==> src/rtl/fmap_stream_reader_pkg.sv <==
// fmap_stream_reader_pkg: shared state encoding, element type and default map geometry.
package fmap_stream_reader_pkg;
  localparam int CHANNEL_SIZE = 195;
  localparam int OC = 15;
  localparam int ADDR_LEN = 7;
  localparam int CH_W = 4;
  typedef enum logic [1:0] {IDLE, READ, DRAIN} state_e;
  typedef logic signed [7:0] elem_t;
endpackage

==> src/rtl/fmap_stream_reader_stream_fifo2.sv <==
// stream_fifo2: 2-entry FIFO holding element, channel tag and last flag; head is always visible.
module stream_fifo2
  import fmap_stream_reader_pkg::*;
(
  input  logic            clk,
  input  logic            rst,
  input  logic            push_i,
  input  elem_t           push_data_i,
  input  logic [CH_W-1:0] push_ch_i,
  input  logic            push_last_i,
  input  logic            pop_i,
  output elem_t           head_data_o,
  output logic [CH_W-1:0] head_ch_o,
  output logic            head_last_o,
  output logic [1:0]      count_o
);
  elem_t           data_q [2];
  logic [CH_W-1:0] ch_q [2];
  logic [1:0]      last_q;
  logic            wr_q, rd_q;
  logic [1:0]      cnt_q;
  always_ff @(posedge clk or negedge rst) begin
    if (!rst) begin
      data_q[0] <= '0;
      data_q[1] <= '0;
      ch_q[0]   <= '0;
      ch_q[1]   <= '0;
      last_q    <= '0;
      wr_q      <= 1'b0;
      rd_q      <= 1'b0;
      cnt_q     <= '0;
    end else begin
      if (push_i) begin
        data_q[wr_q] <= push_data_i;
        ch_q[wr_q]   <= push_ch_i;
        last_q[wr_q] <= push_last_i;
        wr_q         <= ~wr_q;
      end
      if (pop_i) rd_q <= ~rd_q;
      cnt_q <= cnt_q + 2'(push_i) - 2'(pop_i);
    end
  end
  // Pushing into the other slot never disturbs the head, so a stalled output stays stable.
  assign head_data_o = data_q[rd_q];
  assign head_ch_o   = ch_q[rd_q];
  assign head_last_o = last_q[rd_q];
  assign count_o     = cnt_q;
endmodule

==> src/rtl/fmap_stream_reader.sv <==
// fmap_stream_reader: walks the pooled layer-2 map channel-major and streams each byte on valid/ready.
// Optional ARGMAX_TRACK_EN adds running max_val/max_ch over the handshaken stream.
module fmap_stream_reader
  import fmap_stream_reader_pkg::*;
(
  input  logic              clk,
  input  logic              rst,
  input  logic              start,
  output logic              mem_load,
  output logic [CH_W-1:0]   mem_ch,
  output logic [ADDR_LEN:0] mem_addr,
  input  elem_t             mem_data,
  output logic              out_valid,
  input  logic              out_ready,
  output elem_t             out_data,
  output logic [CH_W-1:0]   out_ch,
  output logic              out_last,
  output logic              busy,
`ifdef ARGMAX_TRACK_EN
  output elem_t             max_val,
  output logic [CH_W-1:0]   max_ch,
`endif
  output logic              done
);
  localparam logic [ADDR_LEN:0] A_LAST = CHANNEL_SIZE[ADDR_LEN:0];
  localparam logic [CH_W-1:0]   C_LAST = OC[CH_W-1:0];
  state_e            state_q, state_d;
  logic [CH_W-1:0]   ch_q, ch_d;
  logic [ADDR_LEN:0] addr_q, addr_d;
  logic              infl_q, infl_last_q, done_q;
  logic [CH_W-1:0]   infl_ch_q;
  logic [1:0]        cnt;
  logic [2:0]        occ;
  logic              pop, last_rd, accept;
  assign pop     = out_valid && out_ready;
  assign last_rd = ch_q == C_LAST && addr_q == A_LAST;
  assign accept  = state_q == IDLE && start;
  // Credit counts the slot a same-cycle pop frees, which keeps one element per cycle at full ready.
  assign occ      = 3'(cnt) + 3'(infl_q) - 3'(pop);
  assign mem_load = state_q == READ && occ < 3'd2;
  assign mem_ch   = ch_q;
  assign mem_addr = addr_q;
  assign out_valid = cnt != 2'd0;
  assign busy      = state_q != IDLE;
  assign done      = done_q;
  always_comb begin
    state_d = state_q;
    ch_d    = ch_q;
    addr_d  = addr_q;
    case (state_q)
      IDLE: if (start) begin
        state_d = READ;
        ch_d    = '0;
        addr_d  = '0;
      end
      READ: if (mem_load) begin
        addr_d  = addr_q == A_LAST ? '0 : addr_q + 1'b1;
        ch_d    = addr_q == A_LAST ? ch_q + 1'b1 : ch_q;
        state_d = last_rd ? DRAIN : READ;
      end
      DRAIN: state_d = pop && out_last ? IDLE : DRAIN;
      default: state_d = IDLE;
    endcase
  end
  always_ff @(posedge clk or negedge rst) begin
    if (!rst) begin
      state_q     <= IDLE;
      ch_q        <= '0;
      addr_q      <= '0;
      infl_q      <= 1'b0;
      infl_ch_q   <= '0;
      infl_last_q <= 1'b0;
      done_q      <= 1'b0;
    end else begin
      state_q     <= state_d;
      ch_q        <= ch_d;
      addr_q      <= addr_d;
      infl_q      <= mem_load;
      infl_ch_q   <= ch_q;
      infl_last_q <= mem_load && last_rd;
      done_q      <= state_q == DRAIN && pop && out_last;
    end
  end
  stream_fifo2 u_fifo (
    .clk         (clk),
    .rst         (rst),
    .push_i      (infl_q),
    .push_data_i (mem_data),
    .push_ch_i   (infl_ch_q),
    .push_last_i (infl_last_q),
    .pop_i       (pop),
    .head_data_o (out_data),
    .head_ch_o   (out_ch),
    .head_last_o (out_last),
    .count_o     (cnt)
  );
`ifdef ARGMAX_TRACK_EN
  elem_t           max_val_q;
  logic [CH_W-1:0] max_ch_q;
  always_ff @(posedge clk or negedge rst) begin
    if (!rst) begin
      max_val_q <= '0;
      max_ch_q  <= '0;
    end else if (accept) begin
      max_val_q <= -8'sd128;
      max_ch_q  <= '0;
    end else if (pop && out_data > max_val_q) begin
      max_val_q <= out_data;
      max_ch_q  <= out_ch;
    end
  end
  assign max_val = max_val_q;
  assign max_ch  = max_ch_q;
`endif
endmodule
==> config.mk <==
export PLATFORM = sky130hd
export DESIGN_NAME = fmap_stream_reader
export DESIGN_NICKNAME = d
export VERILOG_FILES = /design/src/rtl/fmap_stream_reader_pkg.sv /design/src/rtl/fmap_stream_reader_stream_fifo2.sv /design/src/rtl/fmap_stream_reader.sv
export SDC_FILE = /design/constraint.sdc
export NUM_CORES = 1
export LEC_CHECK = 0
export ABC_AREA = 1
export ABC_CLOCK_PERIOD_IN_PS = 2200
export BUFFER_PORTS_ARGS = -buffer_cell sky130_fd_sc_hd__buf_2
export CAP_MARGIN = 40
export CORE_ASPECT_RATIO = 0.9
export CORE_MARGIN = 2
export CORE_UTILIZATION = 30
export DETAILED_ROUTE_END_ITERATION = 16
export PLACE_DENSITY = 0.5
export SETUP_SLACK_MARGIN = 0.4
export SYNTH_ARGS = -nofsm -noshare
export SYNTH_HDL_FRONTEND = slang
export SYNTH_HIERARCHICAL = 1
export SYNTH_SLANG_ARGS = --single-unit
==> constraint.sdc <==
create_clock -name clk -period 2.2 [get_ports clk]
set_input_delay 0.22 -clock clk [delete_from_list [all_inputs] [get_ports clk]]
set_output_delay 0.22 -clock clk [all_outputs]
set_load 0.03 [all_outputs]
; Word level (Yosys, flattened, before mapping)
; Index checks and enable logic that the tools add are counted.
[totals]
ff_bits = 51
elab_cells = 85
[op_classes]
n_addsub = 6
magnitude_cmp = 7
eq_ne = 7
mux = 30
bitwise_logic = 4
reduce_logical = 16
[ops]
columns = op, n
row1 = $mux 8, 7
row2 = $mux 4, 7
row3 = $bwmux 16, 1
row4 = $pmux 8 s2, 1
row5 = $logic_and 1x1->1, 9
row6 = $add 8x1->8 const B, 1
row7 = $bwmux 8, 1
row8 = $demux 8 s1, 1
row9 = $eq 8x8->1 const B, 1
row10 = $mux 2, 4
row11 = $pmux 4 s2, 1
row12 = $pmux 2 s3, 1
row13 = $reduce_bool 2->1, 3
row14 = $add 4x1->4 const B, 1
row15 = $demux 4 s1, 1
row16 = $eq 4x4->1 const B, 1
row17 = $ge 2x2->1 const B, 2
row18 = $lt 1x2->1 const B, 2
row19 = $ne 2x2->1 const B, 2
row20 = $not 1->2, 2
row21 = $reduce_and 4->1, 1
row22 = $add 2x1->3, 1
row23 = $lt 3x2->1 const B, 1
row24 = $mux 1, 3
row25 = 14 further kinds, 15

; Depth between registers and ports, before layout
[depth]
ltp_word = 7
depth_mapped = 13
depth_no_buf = 13

; Modules after synthesis
; Netlist, hierarchy kept.
[by_module_without_submodules]
columns = module, instances, cells_per_inst, area_per_inst_um2, seq_area_each_um2
row1 = stream_fifo2, 1, 159, 1437.6, 750.7
row2 = fmap_stream_reader, 1, 148, 1136.1, 525.5

; Worst setup path before layout
; OpenSTA, ideal clock, no wires.
[synth_path]
path_type = reg-to-output
from = register u_fifo.cnt_q[1], in the netlist u_fifo/count_o[1]
to = output mem_load
arrival_time_ps = 1842
required_ps = 1980
setup_slack_ps = 138
stages_incl_launch_ff = 8
cell_sequence = dfrtp_1 > o21a_1 > nand2_1 > o21ai_0 > nand2_1 > fa_1 > nand3_1 > nor2_1
[synth_via]
elab_chain_cells = 5
word_cells_on_any_way = 6
[synth_rtl]
columns = element, line_no
row1 = start: declaration, fmap_stream_reader_stream_fifo2.sv:21  ; logic [1:0] cnt_q;
row2 = start signal: assignment, fmap_stream_reader_stream_fifo2.sv:40  ; cnt_q <= cnt_q + 2'(push_i) - 2'(pop_i);
row3 = $reduce_bool 2->1, fmap_stream_reader.sv:43  ; assign out_valid = cnt != 2'd0;
row4 = $logic_and 1x1->1, fmap_stream_reader.sv:35  ; assign pop = out_valid && out_ready;
row5 = net pop, fmap_stream_reader.sv:34  ; logic pop, last_rd, accept;
row6 = $sub 3x1->3, fmap_stream_reader.sv:39  ; assign occ = 3'(cnt) + 3'(infl_q) - 3'(pop);
row7 = $lt 3x2->1, fmap_stream_reader.sv:40  ; assign mem_load = state_q == READ && occ < 3'd2;
row8 = $logic_and 1x1->1, fmap_stream_reader.sv:40
row9 = end: declaration, fmap_stream_reader.sv:9  ; output logic mem_load,
; The timed path passes the listed nets, and every way through them passes these cells.

; Worst setup path after layout
[layout_path]
from = register u_fifo.cnt_q[0], in the netlist u_fifo/count_o[0]
to = output mem_load
; The elaborated chain is that of the path after synthesis.

==> run metrics <==
Die Span X between 100 and 150 um; final hold vios 0; initial core utilization a little under a third; Root Buffer clkbuf_8; post-layout worst setup margin ~0.070 ns; core footprint 8450 um2; Seq/Total Area, Yosys between 40 and 50%; Area after DPL between 2000 and 3000 um2; EDFF count, synth 0; period utilization a little over nine tenths; n_diodes 0; worst hold slack between 0.15 and 0.2 ns; P&R area growth vs syn 20.8%; clk_skew 0.00527 ns; Yosys reg bits approximately 50; XOR/XNOR Fraction of Synth Area ~1.7%; Initial DRC Count 65; initial antenna violation count 0; DR pass1 iterations 4; worst-path fanout max 3; Vias/cell around 4.3; Final nets approximately 370; Core Util, Final between 30% and 40%; Post-Synth Adder-Cell Area around 2.7%; Syn Nets about 320; Comb pwr share between 50% and 60%; Tightest Hold Check Type primary input to flip-flop; CP Data Arrival Time 1.91 ns; # port buffers 40; Sw Share 47.2%; first-pass GRT wire length a little over 9000 um; yosys warns 6; Clock Path Buffers 2; DRT antenna net count 0; synthesized instance count ~300; Leak Pwr ~1.6 nW; Max Fclk around 470 MHz; Num CTS Buffers 5; mux cell area share after synthesis 0%; Filler cells about 910; relative slew slack about three fifths; Post-Synthesis Cell Area ~2600 um2; # rows 32; # IOs between 40 and 50; Internal between 2 and 2.5 mW; clk sinks 51; Post-synth top flop dfrtp_1; die height between 90 and 100 um; total track usage between 10 and 15%; largest net degree at the start of global routing 28; register area approximately 1300 um2; # setup viols final 0; Setup CP Type flip-flop to output port; final WL 5260 um; Final Power 4.55 mW; vias in the first global route 1,942; TritonCTS clock tree built; Final min period 2.13 ns; grt total ovfl 0; Worst-Margin Slew 0.614 ns; Crit. End Element output port; status completed; final slew viol count 0; Peak VDD IR 0.396 mV; DP HPWL approximately 3800 um; Seq pwr share about a third; Sw Pwr between 2 and 2.5 mW; Post-Synth Simple-Gate Area a little over a fifth; average cell area after synthesis about 8.4 um2; clk slew on worst S/H paths roughly 0.10 ns; Worst-Skew Late Latency approximately 0.3 ns; FFs w/ async S/R, synth 100%; pwr dens 1460 nW/um2; H-tree Lvls 2; Crit path required time a little under 2 ns; Final Cell Area just over 3000 um2; share of cells above drive strength 1 between 20% and 30%; vias 2,020; multi-input logic area around 1100 um2; Die ar. 9340 um2; compound-cell area share of the yosys netlist ~14%; largest family of logic cells by synthesized area simple AND/OR/NAND/NOR gates; Clock Power Share 14.4%; post-synth cell types 24; unrepaired setup endpoints after global routing yes; crit start category flip-flop; Post-Place Setup Slack approximately 0.087 ns; Max Cap Violations 0; # DRC 0; GPL Wtd Cong 0.809; WL per Instance 11.1 um
worst max-delay path, stage by stage, from the launching register on:
cell and delay, ns:
dfrtp_1 0.40, o21a_1 0.21, nand2_1 0.08, inv_1 0.05, fa_1 0.52, nand3_2 0.09, nor2_4 0.11, buf_6 0.14
cell families after synthesis:
kind of cell | after synthesis
adder cells (fa/ha/maj) | 5
AO/OA/AOI/OAI | 53
buffers and inverters | 61
flip-flops | 51
XOR/XNOR | 5
AND/OR/NAND/NOR | 132
layout by cell type (no fill, tap or decap), types with 3 or more instances in the layout:
cell / count
clkbuf_8: 5
o21ai_2: 24
buf_2: 39
inv_1: 50
buf_4: 5
o21bai_1: 5
o21ai_1: 8
nand3_1: 15
nor2_1: 15
nand2_1: 89
o21ai_0: 13
ha_1: 4
dfrtp_1: 51
nor3_1: 3
xor2_1: 5
power by group through the flow:
stage	clock network, mW	registers (mW)	logic [mW]
after floorplan	0	1.59	1.62
after global placement	0	1.52	2.16
after detailed placement	0	1.52	2.18
after CTS	0.689	1.51	2.39
after global routing	0.721	1.55	2.67
final	0.657	1.51	2.39
registers in the layout, indices dropped and copies added (netlist names):
register,flops
u_fifo/data_q,16
mem_addr,8
u_fifo/ch_q,8
infl_ch_q,4
mem_ch,4
state_q,2
u_fifo/count_o,2
u_fifo/last_q,2
done,1
infl_last_q,1
infl_q,1
u_fifo/rd_q,1
u_fifo/wr_q,1
Yosys cell counts (2+ instances only):
cell type	count	area, um2
a21oi_1	2	10.0
buf_2	3	15.0
buf_6	4	45.0
dfrtp_1	51	1280
ha_1	4	50.1
inv_1	51	191
inv_2	2	7.51
nand2_1	90	338
nand2_2	3	18.8
nand3_1	16	80.1
nor2_1	16	60.1
nor3_1	3	15.0
o21ai_0	15	75.1
o21ai_1	6	30.0
o21ai_2	24	210
o21bai_1	5	37.5
xor2_1	5	43.8
cell type report:
cell class                 instances  share of cell area (%)
multi-input combinational        196                    35.2
tap                              119                    4.79
inverter                          53                    6.56
sequential                        51                    41.0
clock inverter                     3                    1.41
timing repair buffer              47                    8.81
clock buffer                       5                    2.21
per-layer routing:
layer  vias up  GRT usage (%)  routed length [um]
met5         -              0                   0
li1       1055              -                   -
met3         4           3.13                 190
met2        38           19.5                2450
met4         0           3.38                  61
met1       923           16.6                2560
worst paths after layout:
path                                        start                end  slack, ns  cells past startpoint
worst max-delay path            u_fifo/count_o[0]           mem_load       0.07                      7
worst min-delay path                  mem_data[5]  u_fifo/data_q[13]       0.18                      3
worst max register to register  u_fifo/count_o[0]        mem_addr[6]       0.12                     11
worst min register to register          mem_ch[3]       infl_ch_q[3]       0.47                      0
max in group asynchronous                     rst         state_q[1]       1.20                      3
min in group asynchronous                     rst  u_fifo/data_q[11]       0.45                      2
stage by stage:
step	std cells	TNS (ns)
6_report	474	0
2_1_floorplan	307	0
5_1_grt	474	-0.0446
3_3_place_gp	461	0
4_1_cts	474	0
3_5_place_dp	461	0
what timing repair did:
action | 4_1_cts | 5_1_grt
hold buffers | 1 | 0
cloned | 1 | 0
endpoints found under the setup margin | 15 | 16
hold endpoints to repair | 24 | 0
resized for setup | 9 | 2
buffers inserted | 3 | 0
pin swaps | 6 | 0
(Power assumes the default switching activity.)
